===== config.mk =====
export PLATFORM = sky130hd
export DESIGN_NAME = multiplicador_saturado_param
export DESIGN_NICKNAME = d
export VERILOG_FILES = /design/src/rtl/multiplicador_saturado_param.sv
export SDC_FILE = /design/constraint.sdc
export NUM_CORES = 1
export LEC_CHECK = 0
export ABC_CLOCK_PERIOD_IN_PS = 2700
export BUFFER_PORTS_ARGS = -buffer_cell sky130_fd_sc_hd__buf_2
export CORE_ASPECT_RATIO = 2
export CORE_MARGIN = 3
export CORE_UTILIZATION = 28
export CTS_BUF_LIST = sky130_fd_sc_hd__clkbuf_16
export CTS_CLUSTER_DIAMETER = 120
export DETAILED_ROUTE_END_ITERATION = 7
export PLACE_DENSITY = 0.49
export SLEW_MARGIN = 25
export SYNTH_ARGS = -nofsm -noshare
export SYNTH_HDL_FRONTEND = slang
export SYNTH_SLANG_ARGS = --single-unit
export TNS_END_PERCENT = 100

===== constraint.sdc =====
create_clock -name CLOCK -period 2.7 [get_ports CLOCK]
set_input_delay 0.405 -clock CLOCK [delete_from_list [all_inputs] [get_ports CLOCK]]
set_output_delay 0.405 -clock CLOCK [all_outputs]
set_load 0.01 [all_outputs]

===== src/rtl/multiplicador_saturado_param.sv =====
// Sequential shift-and-add multiplier, WIDTH+1 cycle fixed latency.
// Signed/unsigned modes, full 2W product, optional clamp on overflow.
module multiplicador_saturado_param #(
  parameter int WIDTH  = 8,
  parameter int SATURA = 1
) (
  input  logic               CLOCK,
  input  logic               RESET,
  input  logic               START,
  input  logic               MODO,
  input  logic [WIDTH-1:0]   A,
  input  logic [WIDTH-1:0]   B,
  output logic [WIDTH-1:0]   Resultado,
  output logic [2*WIDTH-1:0] Produto,
  output logic               Overflow,
  output logic               Pronto,
  output logic               Ocupado
);

  localparam int P2 = 2 * WIDTH;
  localparam int CW = $clog2(WIDTH);

  typedef enum logic [1:0] {
    OCIOSO,
    CALCULA,
    FINALIZA,
    PRONTO
  } state_t;

  state_t          state;
  logic [P2-1:0]   acc;
  logic [P2-1:0]   mcand;
  logic [WIDTH-1:0] mplier;
  logic [CW-1:0]   cnt;
  logic            sign_r;
  logic            modo_r;

  logic [WIDTH-1:0] a_abs;
  logic [WIDTH-1:0] b_abs;
  logic [P2-1:0]    prod;
  logic [WIDTH:0]   top_s;
  logic             ovf;
  logic [WIDTH-1:0] res_next;
  logic [WIDTH-1:0] max_s;
  logic [WIDTH-1:0] min_s;

  // Operand magnitudes; |-2^(W-1)| fits as an unsigned W-bit value.
  always_comb begin
    a_abs = A;
    b_abs = B;
    if (MODO && A[WIDTH-1]) a_abs = WIDTH'(0) - A;
    if (MODO && B[WIDTH-1]) b_abs = WIDTH'(0) - B;
  end

  // Final product, overflow detection and saturated/wrapped result.
  always_comb begin
    max_s    = {1'b0, {(WIDTH-1){1'b1}}};
    min_s    = {1'b1, {(WIDTH-1){1'b0}}};
    prod     = sign_r ? (P2'(0) - acc) : acc;
    top_s    = prod[P2-1:WIDTH-1];
    ovf      = 1'b0;
    res_next = prod[WIDTH-1:0];
    if (modo_r) ovf = !((top_s == '0) || (top_s == '1));
    else        ovf = |prod[P2-1:WIDTH];
    if ((SATURA != 0) && ovf) begin
      if (!modo_r)          res_next = '1;
      else if (prod[P2-1])  res_next = min_s;
      else                  res_next = max_s;
    end
  end

  // Control FSM and datapath with registered outputs.
  always_ff @(posedge CLOCK or negedge RESET) begin
    if (!RESET) begin
      state     <= OCIOSO;
      acc       <= '0;
      mcand     <= '0;
      mplier    <= '0;
      cnt       <= '0;
      sign_r    <= 1'b0;
      modo_r    <= 1'b0;
      Resultado <= '0;
      Produto   <= '0;
      Overflow  <= 1'b0;
      Pronto    <= 1'b0;
      Ocupado   <= 1'b0;
    end else begin
      unique case (state)
        OCIOSO, PRONTO: begin
          if (START) begin
            mcand   <= {{WIDTH{1'b0}}, a_abs};
            mplier  <= b_abs;
            sign_r  <= MODO & (A[WIDTH-1] ^ B[WIDTH-1]);
            modo_r  <= MODO;
            acc     <= '0;
            cnt     <= '0;
            Pronto  <= 1'b0;
            Ocupado <= 1'b1;
            state   <= CALCULA;
          end
        end
        CALCULA: begin
          if (mplier[0]) acc <= acc + mcand;
          mcand  <= mcand << 1;
          mplier <= mplier >> 1;
          cnt    <= cnt + 1'b1;
          if (cnt == CW'(WIDTH - 1)) state <= FINALIZA;
        end
        FINALIZA: begin
          Produto   <= prod;
          Overflow  <= ovf;
          Resultado <= res_next;
          Pronto    <= 1'b1;
          Ocupado   <= 1'b0;
          state     <= PRONTO;
        end
        default: state <= OCIOSO;
      endcase
    end
  end

endmodule


# Word-level counts from Yosys, hierarchy flattened
# Index checks and enable logic that the tools add are counted.
# classes
n_shift,0
eq_ne,8
reduce_logical,15
n_lt_le_gt_ge,0
div_mod_pow,0
n_mux,23
addsub,5
multipliers,0
bitwise,2
# ops
operator,n
two-way mux 16 bit,4
one-hot mux 16 bit (2 select lines),2
two-way mux 8 bit,6
adder 16 bit,1
one-hot mux 8 bit (2 select lines),1
subtractor 1 x 16 -> 16 bit (first input constant),1
subtractor 1 x 8 -> 8 bit (first input constant),2
equality test 9 bit (second input constant),1
zero test 9 bit,1
AND reduction 2 bit,4
OR reduction 8 bit,1
inequality test 2 bit (second input constant),3
one-hot mux 2 bit (3 select lines),1
one-hot mux 3 bit (2 select lines),1
equality test 2 bit (second input constant),2
two-way mux 2 bit,2
one-hot mux 1 bit (2 select lines),2
nonzero test 2 bit,2
adder 3 x 1 -> 3 bit (second input constant),1
equality test 3 bit (second input constant),1
two-way mux 1 bit,3
two-way mux 3 bit,1
AND reduction 3 bit,1
equality test 2 x 1 -> 1 bit (second input constant),1
7 further kinds,8
# totals
out_inout_bits,27
mem_bits_ro,0
latchBits,0
mem_bits_rw,0
wordCells,65
memories,0
regBits,74

# Logic depth before layout (Yosys ltp)
# Gate-level depths: netlist (run 1).
# depth
depth_word,7
mapped_depth,10
ltp_nobuf,9

# Least setup slack after synthesis (run 1)
# OpenSTA, ideal clock, no wires.
# synth_path
path_type,register to register
startpoint,register acc[1]
endpoint,register Resultado[7]
period_less_slack_ps,3037
arrival_ps,2955
setup_slack_ps,-337
path_stages_with_launch,11
path_cell_list,dfrtp_1 -> inv_1 -> ha_1 -> or4b_2 -> or2_2 -> o31ai_1 -> a32oi_1 -> or4_1 -> buf_2 -> mux2_4 -> a31oi_1
# synth_between
elab_chain_cells,7
elab_cells_between_ends,11
cone_classes,add/sub: 1; eq/ne: 1; mux: 5; reduce/logical: 4
# synth_lines
element,line,text
from (decl),31,logic [P2-1:0] acc;
from (signal assigned),103,if (mplier[0]) acc <= acc + mcand;
subtractor 1 x 16 -> 16 bit (*),59,prod = sign_r ? (P2'(0) - acc) : acc;
two-way mux 16 bit (*),59,
equality test 9 bit / zero test 9 bit (equally long branches),63,if (modo_r) ovf = !((top_s == '0) || (top_s == '1));
logical OR 1 bit,63,
zero test 1 bit,63,
two-way mux 1 bit,63,
two-way mux 8 bit (*),65,if ((SATURA != 0) && ovf) begin
to (signal assigned),112,Resultado <= res_next;
to (decl),13,"output logic [WIDTH-1:0] Resultado,"
# Every way passes the cells marked *; elsewhere a longest branch is shown, timed or not.
# A chain may end at the register's enable or synchronous reset.

# Worst setup path after layout (run 1)
# layout_path
startpoint,register acc[0]
endpoint,register Resultado[7]
# Same word-level chain as after synthesis.

==> out/results.txt, run 1 <==
Mapped Cells - 537
placed cell area - 5383 sq um
die area - 18,120 sq um
commonest non-fill, non-tap cell in the layout - dfrtp_1
worst-path fanout max - 5
Ys Warns - 0
Final Hold Fails - 0
vias in the first global route - 4,399
Clk pwr share - 14.7%
Die Width - 96.69 um
CTS clk-pin slew, worst paths - 60 ps
Static Leak - 2.679 nW
Pre-antenna DRT Iters - 4
final setup violation count - 9
Antenna Nets Post-Route - 0
largest net degree at the start of global routing - 75
total wire length - 13.02 mm
Buf+Inv Stages, Crit Path - 1
crit-path leading delay family - simple AND/OR/NAND/NOR gates
Core Rows - 65
Async SR Flop Fraction - 100.0%
worst vdd ir - 0.0005706 V
Setup crit start kind - register
Power Internal - 4.384 mW
Initial Util - 28.89%
synthesized flop and latch total - 74
Yosys cell types - 46
clk_lat worst skew - 340 ps
H-tree depth - 3
slack of the critical path - -121.6 ps
core region area - 15,940 sq um
worst hold slack - 73.31 ps
Die H - 187.4 um
Root Buffer - clkbuf_16
reg-to-reg endpoint - Resultado[7]
P&R area growth vs syn - 26.43%
Num CTS Buffers - 9
fill count - 1,708
GPL Wtd Cong - 0.8381
share of layout cells above drive strength 1 - 24.03%
WL/cell - 15.86 um
failing checks - negative setup slack
FF-to-FF path depth - 9
CTS tree - built
Synth Cell Area - 4606 sq um
vias post-DR - 4,161
Critical Path RT - 2960 ps
Tot GR Track Use - 14.52%
skew final - 7.876 ps
net switching power - 3.375 mW
worst-path cell chain - inv_1, ha_2, or4b_4, or2_4, o31ai_4, a32oi_2, or4_4, mux2_4, a31oi_1
Nets - 660
Placed Cells - 806
post-route cell area - 5823 sq um
final non-filler cell total - 821
Logic pwr share - 61.2%
CTS Buffer Depth - 2
sequential fraction of the synthesis area - 40.21%
kind of end point of the critical path - register
status - complete, but fails checks
min Tclk post-route - 2822 ps
r2r startpoint - acc[0]
syn avg cell area - 8.577 sq um
Starting DRT DRC Count - 160
total negative slack - -714.8 ps
most frequent cells in the layout - dfrtp_1 (74), nand2_1 (69), a21oi_1 (55)
CP arrival - 3080 ps
pwr dens - 1332 nW/um^2
hold-fix buffers at CTS - 0
fin. max-slew vios - 0
vias per cell - 5.068
kind of critical path - reg -> reg
n_diodes - 0
max cap viols - 0
Reg power frac - 24.1%
grt total ovfl - 0
slew margin rel. - 53.89%
IO Count - 47
worst slew pin tran - 691.6 ps
post-synthesis net count - 581
Sw Share - 43.50%
Post-synth EDFFs - 0
DRC viols - 0
RSZ-0062 raised after global routing - true
crit share post-route - 104.5%
hold crit path type - in -> async
Most used DFF post-synth - dfrtp_1
max incr delay on CP - 560 ps
I/O Buffers - 46
Max Fclk - 0.3544 GHz
slowest cell on the critical path - or4_4
global-route wire length before repair - 21.37 mm
TritonCTS Sinks - 74
R2R setup slack - -120 ps
initial antenna violation count - 0
Post-CTS Setup Bufs - 0
HPWL after DPL - 10.03 mm
## layer usage
metal,routed length [um],up-vias,share of wire [%],GRT usage (%)
met5,0,-,0,0
met4,505,0,3.9,7.409
met3,316,29,2.4,2.650
met2,7649,66,59,29.71
met1,4553,1973,35,12.91
li1,-,2093,-,-
## stage by stage
stage	setup slack [ps]	power, mW	util, %
6_report	-121.6	7.759	36.53
5_1_grt	-190.8	8.351	36.53
4_1_cts	-107.2	7.565	35.96
3_5_place_dp	-161.1	6.113	33.77
3_3_place_gp	-124.0	6.012	33.77
2_1_floorplan	-128.4	4.619	-
## cells in the mapped netlist (3+ instances only)
cell,n,area (sq um)
a211oi_1,8,60.06
a21o_1,3,22.52
a21oi_1,57,285.3
a22o_1,16,140.1
a31oi_1,10,62.56
and2_1,3,18.77
and3_1,7,43.79
clkbuf_1,24,90.09
dfrtp_1,74,1852
ha_1,23,287.8
inv_1,17,63.81
mux2_2,4,45.04
mux2i_1,4,40.04
nand2_1,69,259.0
nand3_1,17,85.08
nor2_1,48,180.2
nor2b_1,4,25.02
nor3_1,11,55.05
o211ai_1,3,22.52
o21ai_0,48,240.2
o21bai_1,3,22.52
o22ai_1,6,37.54
o31ai_1,5,37.54
o41ai_1,5,43.79
or2_2,4,25.02
or3_1,5,31.28
or4_1,5,37.54
xnor2_1,17,148.9
xor2_1,15,131.4
## power groups by stage
stage | Sequential [mW] | Clock [mW] | Combinational [mW]
floorplan | 1.92 | 0 | 2.70
global placement | 1.87 | 0 | 4.14
detailed placement | 1.89 | 0 | 4.22
CTS | 1.87 | 1.18 | 4.52
global route | 1.93 | 1.21 | 5.21
finish | 1.87 | 1.14 | 4.75
## logic make-up (layout without fill, tap and decap cells)
group,Yosys count,in the layout,synth area share (%)
AND/OR/NAND/NOR,182,182,18.17
multiplexers,9,9,2.173
AO/OA/AOI/OAI,172,172,22.87
flip-flops,74,74,40.21
XOR/XNOR,32,32,6.085
adder cells (fa/ha/maj),24,24,6.683
buffers and inverters,44,127,3.803
## state kept, by name (all words and copies together), names as in the netlist
name and cells:
modo_r 1, Overflow 1, acc 16, Resultado 8, mplier 8, mcand 16
state 2, Pronto 1, sign_r 1, Ocupado 1, cnt 3, Produto 16
## timing repair
item                                    in CTS  in global routing
endpoints found under the setup margin      10                 12
resized for setup                           14                 17
pin swaps                                    7                  8
endpoints found under the hold margin        0                  0
## how the worst max path moves through the flow
stage | from | endpoint | slack (ps) | depth (start not counted)
after floorplan | acc[8] | Resultado[7] | -130 | 10
after global placement | acc[10] | Resultado[4] | -120 | 8
after detailed placement | acc[10] | Resultado[3] | -160 | 8
after CTS | acc[0] | Resultado[7] | -110 | 9
after global routing | acc[1] | Resultado[7] | -190 | 9
final | acc[0] | Resultado[7] | -120 | 9
## area by class of cell
cell class | instances | area, sq um | area share, %
multi-input cells | 419 | 2765 | 47.49
flip-flops and latches | 74 | 1852 | 31.80
repair buffers | 95 | 615.6 | 10.57
well taps | 201 | 251.5 | 4.319
clock buffers | 9 | 225.2 | 3.868
inverters | 17 | 63.81 | 1.096
clock inverters | 6 | 50.05 | 0.8595
Power figures use the tool's default switching activity.
==> inputs of run 2 (changes only) <==
--- a/config.mk
+++ b/config.mk
@@ -6,14 +6,16 @@
 export NUM_CORES = 1
 export LEC_CHECK = 0
 export ABC_CLOCK_PERIOD_IN_PS = 2700
-export BUFFER_PORTS_ARGS = -buffer_cell sky130_fd_sc_hd__buf_2
+export CAP_MARGIN = 20
 export CORE_ASPECT_RATIO = 2
 export CORE_MARGIN = 3
 export CORE_UTILIZATION = 28
 export CTS_BUF_LIST = sky130_fd_sc_hd__clkbuf_16
 export CTS_CLUSTER_DIAMETER = 120
+export CTS_CLUSTER_SIZE = 14
 export DETAILED_ROUTE_END_ITERATION = 7
-export PLACE_DENSITY = 0.49
+export DONT_BUFFER_PORTS = 1
+export PLACE_DENSITY = 0.47
 export SLEW_MARGIN = 25
 export SYNTH_ARGS = -nofsm -noshare
 export SYNTH_HDL_FRONTEND = slang
==> out/results.txt, run 2 (synthesis results as in run 1) <==
slack of the critical path - -185.8 ps (was -121.6 ps)
Starting DRT DRC Count - 133 (was 160)
IO Count - 47 (unchanged)
GPL Wtd Cong - 0.8412 (was 0.8381)
Die Width - 96.69 um (unchanged)
worst-path cell chain - inv_1, ha_2, or4b_4, buf_6, nor3_4, mux2_4, a32oi_1, or4_4, buf_8, nor3_2, a211oi_2 (was inv_1, ha_2, or4b_4, or2_4, o31ai_4, a32oi_2, or4_4, mux2_4, a31oi_1)
crit share post-route - 106.9% (was 104.5%)
clk_lat worst skew - 340 ps (about the same)
skew final - 9.457 ps (was 7.876 ps)
largest net degree at the start of global routing - 75 (unchanged)
status - complete, but fails checks (unchanged)
initial antenna violation count - 0 (unchanged)
Reg power frac - 24.7% (was 24.1%)
worst hold slack - 250.6 ps (was 73.31 ps)
vias per cell - 5.153 (was 5.068)
Design Power - 8.076 mW (was 7.759 mW)
max incr delay on CP - 560 ps (about the same)
worst vdd ir - 0.0005696 V (was 0.0005706 V)
slew margin rel. - 61.99% (was 53.89%)
Max Fclk - 0.3465 GHz (was 0.3544 GHz)
pwr dens - 1376 nW/um^2 (was 1332 nW/um^2)
net switching power - 3.448 mW (was 3.375 mW)
grt total ovfl - 0 (unchanged)
met2 Usage GRT - 28.73% (was 29.71%)
Tot GR Track Use - 14.19% (was 14.52%)
I/O Buffers - 0 (was 46)
vias post-DR - 4,097 (was 4,161)
CTS tree - built (unchanged)
kind of end point of the critical path - register (unchanged)
Num CTS Buffers - 9 (unchanged)
fill count - 1,669 (was 1,708)
Pre-antenna DRT Iters - 4 (unchanged)
Antenna Nets Post-Route - 0 (unchanged)
CTS clk-pin slew, worst paths - 60 ps (about the same)
Post-Place Setup Slack - -235.1 ps (was -161.1 ps)
failing checks - negative setup slack (unchanged)
total wire length - 13.06 mm (was 13.02 mm)
share of layout cells above drive strength 1 - 22.39% (was 24.03%)
Initial Util - 28.89% (unchanged)
Setup crit start kind - register (unchanged)
P&R area growth vs syn - 27.38% (was 26.43%)
vias in the first global route - 4,192 (was 4,399)
Final Hold Fails - 0 (unchanged)
worst-path fanout max - 7 (was 5)
most frequent cells in the layout - dfrtp_1 (73), nand2_1 (69), buf_4 (61) (was dfrtp_1 (74), nand2_1 (69), a21oi_1 (55))
H-tree depth - 3 (unchanged)
total negative slack - -911.2 ps (was -714.8 ps)
slowest cell on the critical path - or4_4 (unchanged)
global-route wire length before repair - 20.84 mm (was 21.37 mm)
max cap viols - 0 (unchanged)
n_diodes - 0 (unchanged)
CP arrival - 3100 ps (was 3080 ps)
Logic pwr share - 59.3% (was 61.2%)
area of the multi-input gates - 2815 sq um (was 2765 sq um)
grt met3 use - 2.352% (was 2.650%)
Clk pwr share - 16.0% (was 14.7%)
Static Leak - 2.617 nW (was 2.679 nW)
Root Buffer - clkbuf_16 (unchanged)
commonest non-fill, non-tap cell in the layout - dfrtp_1 (unchanged)
die area - 18,120 sq um (unchanged)
WL/cell - 16.43 um (was 15.86 um)
HPWL after DPL - 9.989 mm (was 10.03 mm)
Nets - 634 (was 660)
post-route cell area - 5867 sq um (was 5823 sq um)
global route hottest layer - met2 (unchanged)
hold crit path type - in -> reg (was in -> async)
kind of critical path - reg -> reg (unchanged)
RSZ-0062 raised after global routing - true (unchanged)
core region area - 15,940 sq um (unchanged)
Core Rows - 65 (unchanged)
DRC viols - 0 (unchanged)
final setup violation count - 10 (was 9)
min Tclk post-route - 2886 ps (was 2822 ps)
Power Internal - 4.628 mW (was 4.384 mW)
met1 GRT Util - 13.16% (was 12.91%)
Die H - 187.4 um (unchanged)
TritonCTS Sinks - 74 (unchanged)
worst slew pin tran - 570.2 ps (was 691.6 ps)
fin. max-slew vios - 0 (unchanged)
Sw Share - 42.70% (was 43.50%)
Critical Path RT - 2910 ps (was 2960 ps)
placed cell area - 5195 sq um (was 5383 sq um)
largest registers - Produto (16), acc (16), mcand (16) (unchanged)
CTS Buffer Depth - 2 (unchanged)
sequential cell area - 1853 sq um (was 1852 sq um)
[run 2: changes by cell type in the layout (fill, tap and decap cells not counted), moves of 2 or more]
cell        before  now
buf_2           45    0
buf_4           47   61
buf_6            2    5
clkinv_1         3    0
clkinvlp_4       0    3
a211oi_1         4    6
a211oi_2         4    2
inv_1           18   16
nand3_1         16   14
nand3_2          1    3
o21ai_0         47   45
[run 2: layer usage]
layer / vias up / wire length (um)
met5: - / 0
met4: 0 / 431
met3: 22 / 317
met2: 64 / 7664
met1: 1977 / 4645
li1: 2034 / -
[run 2: power by group through the flow]
stage               logic [mW]  clock network, mW  registers (mW)
floorplan                 2.70                  0            1.92
global placement          3.87                  0            2.02
detailed placement        3.95                  0            2.03
CTS                       4.36               1.32            2.01
global route              5.26               1.37            2.07
finish                    4.79               1.29            1.99
[run 2: final cells by class]
cell class	instances	area share, %
Sequential cell	74	31.58
Clock inverter	6	1.557
Multi-Input combinational cell	419	47.98
Timing Repair Buffer	69	9.661
Inverter	17	1.088
Tap cell	201	4.287
Clock buffer	9	3.839
[run 2: timing repair]
| action | in CTS | in global routing |
|---|---|---|
| endpoints found under the setup margin | 11 | 11 |
| hold buffers | 2 | 0 |
| buffers inserted | 4 | 8 |
| resized for setup | 21 | 27 |
| pin swaps | 5 | 15 |
| endpoints found under the hold margin | 74 | 0 |
[run 2: worst max-delay path: cells and delay by family, from the launching register on]
kind,cells,cell delay (ps)
mux,1,180
compound gates,2,190
buf+inv,3,400
simple gates,4,1430
fa+ha+maj,1,170
flops,1,400
[run 2: through the flow]
step / std cells / utilization (%)
after floorplan: 537 / -
after detailed placement: 766 / 32.59
final: 795 / 36.81
after CTS: 787 / 35.66
after global routing: 795 / 36.81
after global placement: 766 / 32.59
[run 2: final timing paths]
check	cells after the start	slack [ps]	end	start
max reg2reg	11	-190	Resultado[4]	acc[0]
min in group asynchronous	2	600	state[1]	RESET
min reg2reg	2	480	mplier[1]	mplier[1]
min	2	250	modo_r	START
max	11	-190	Resultado[4]	acc[0]
max in group asynchronous	2	1760	acc[1]	RESET
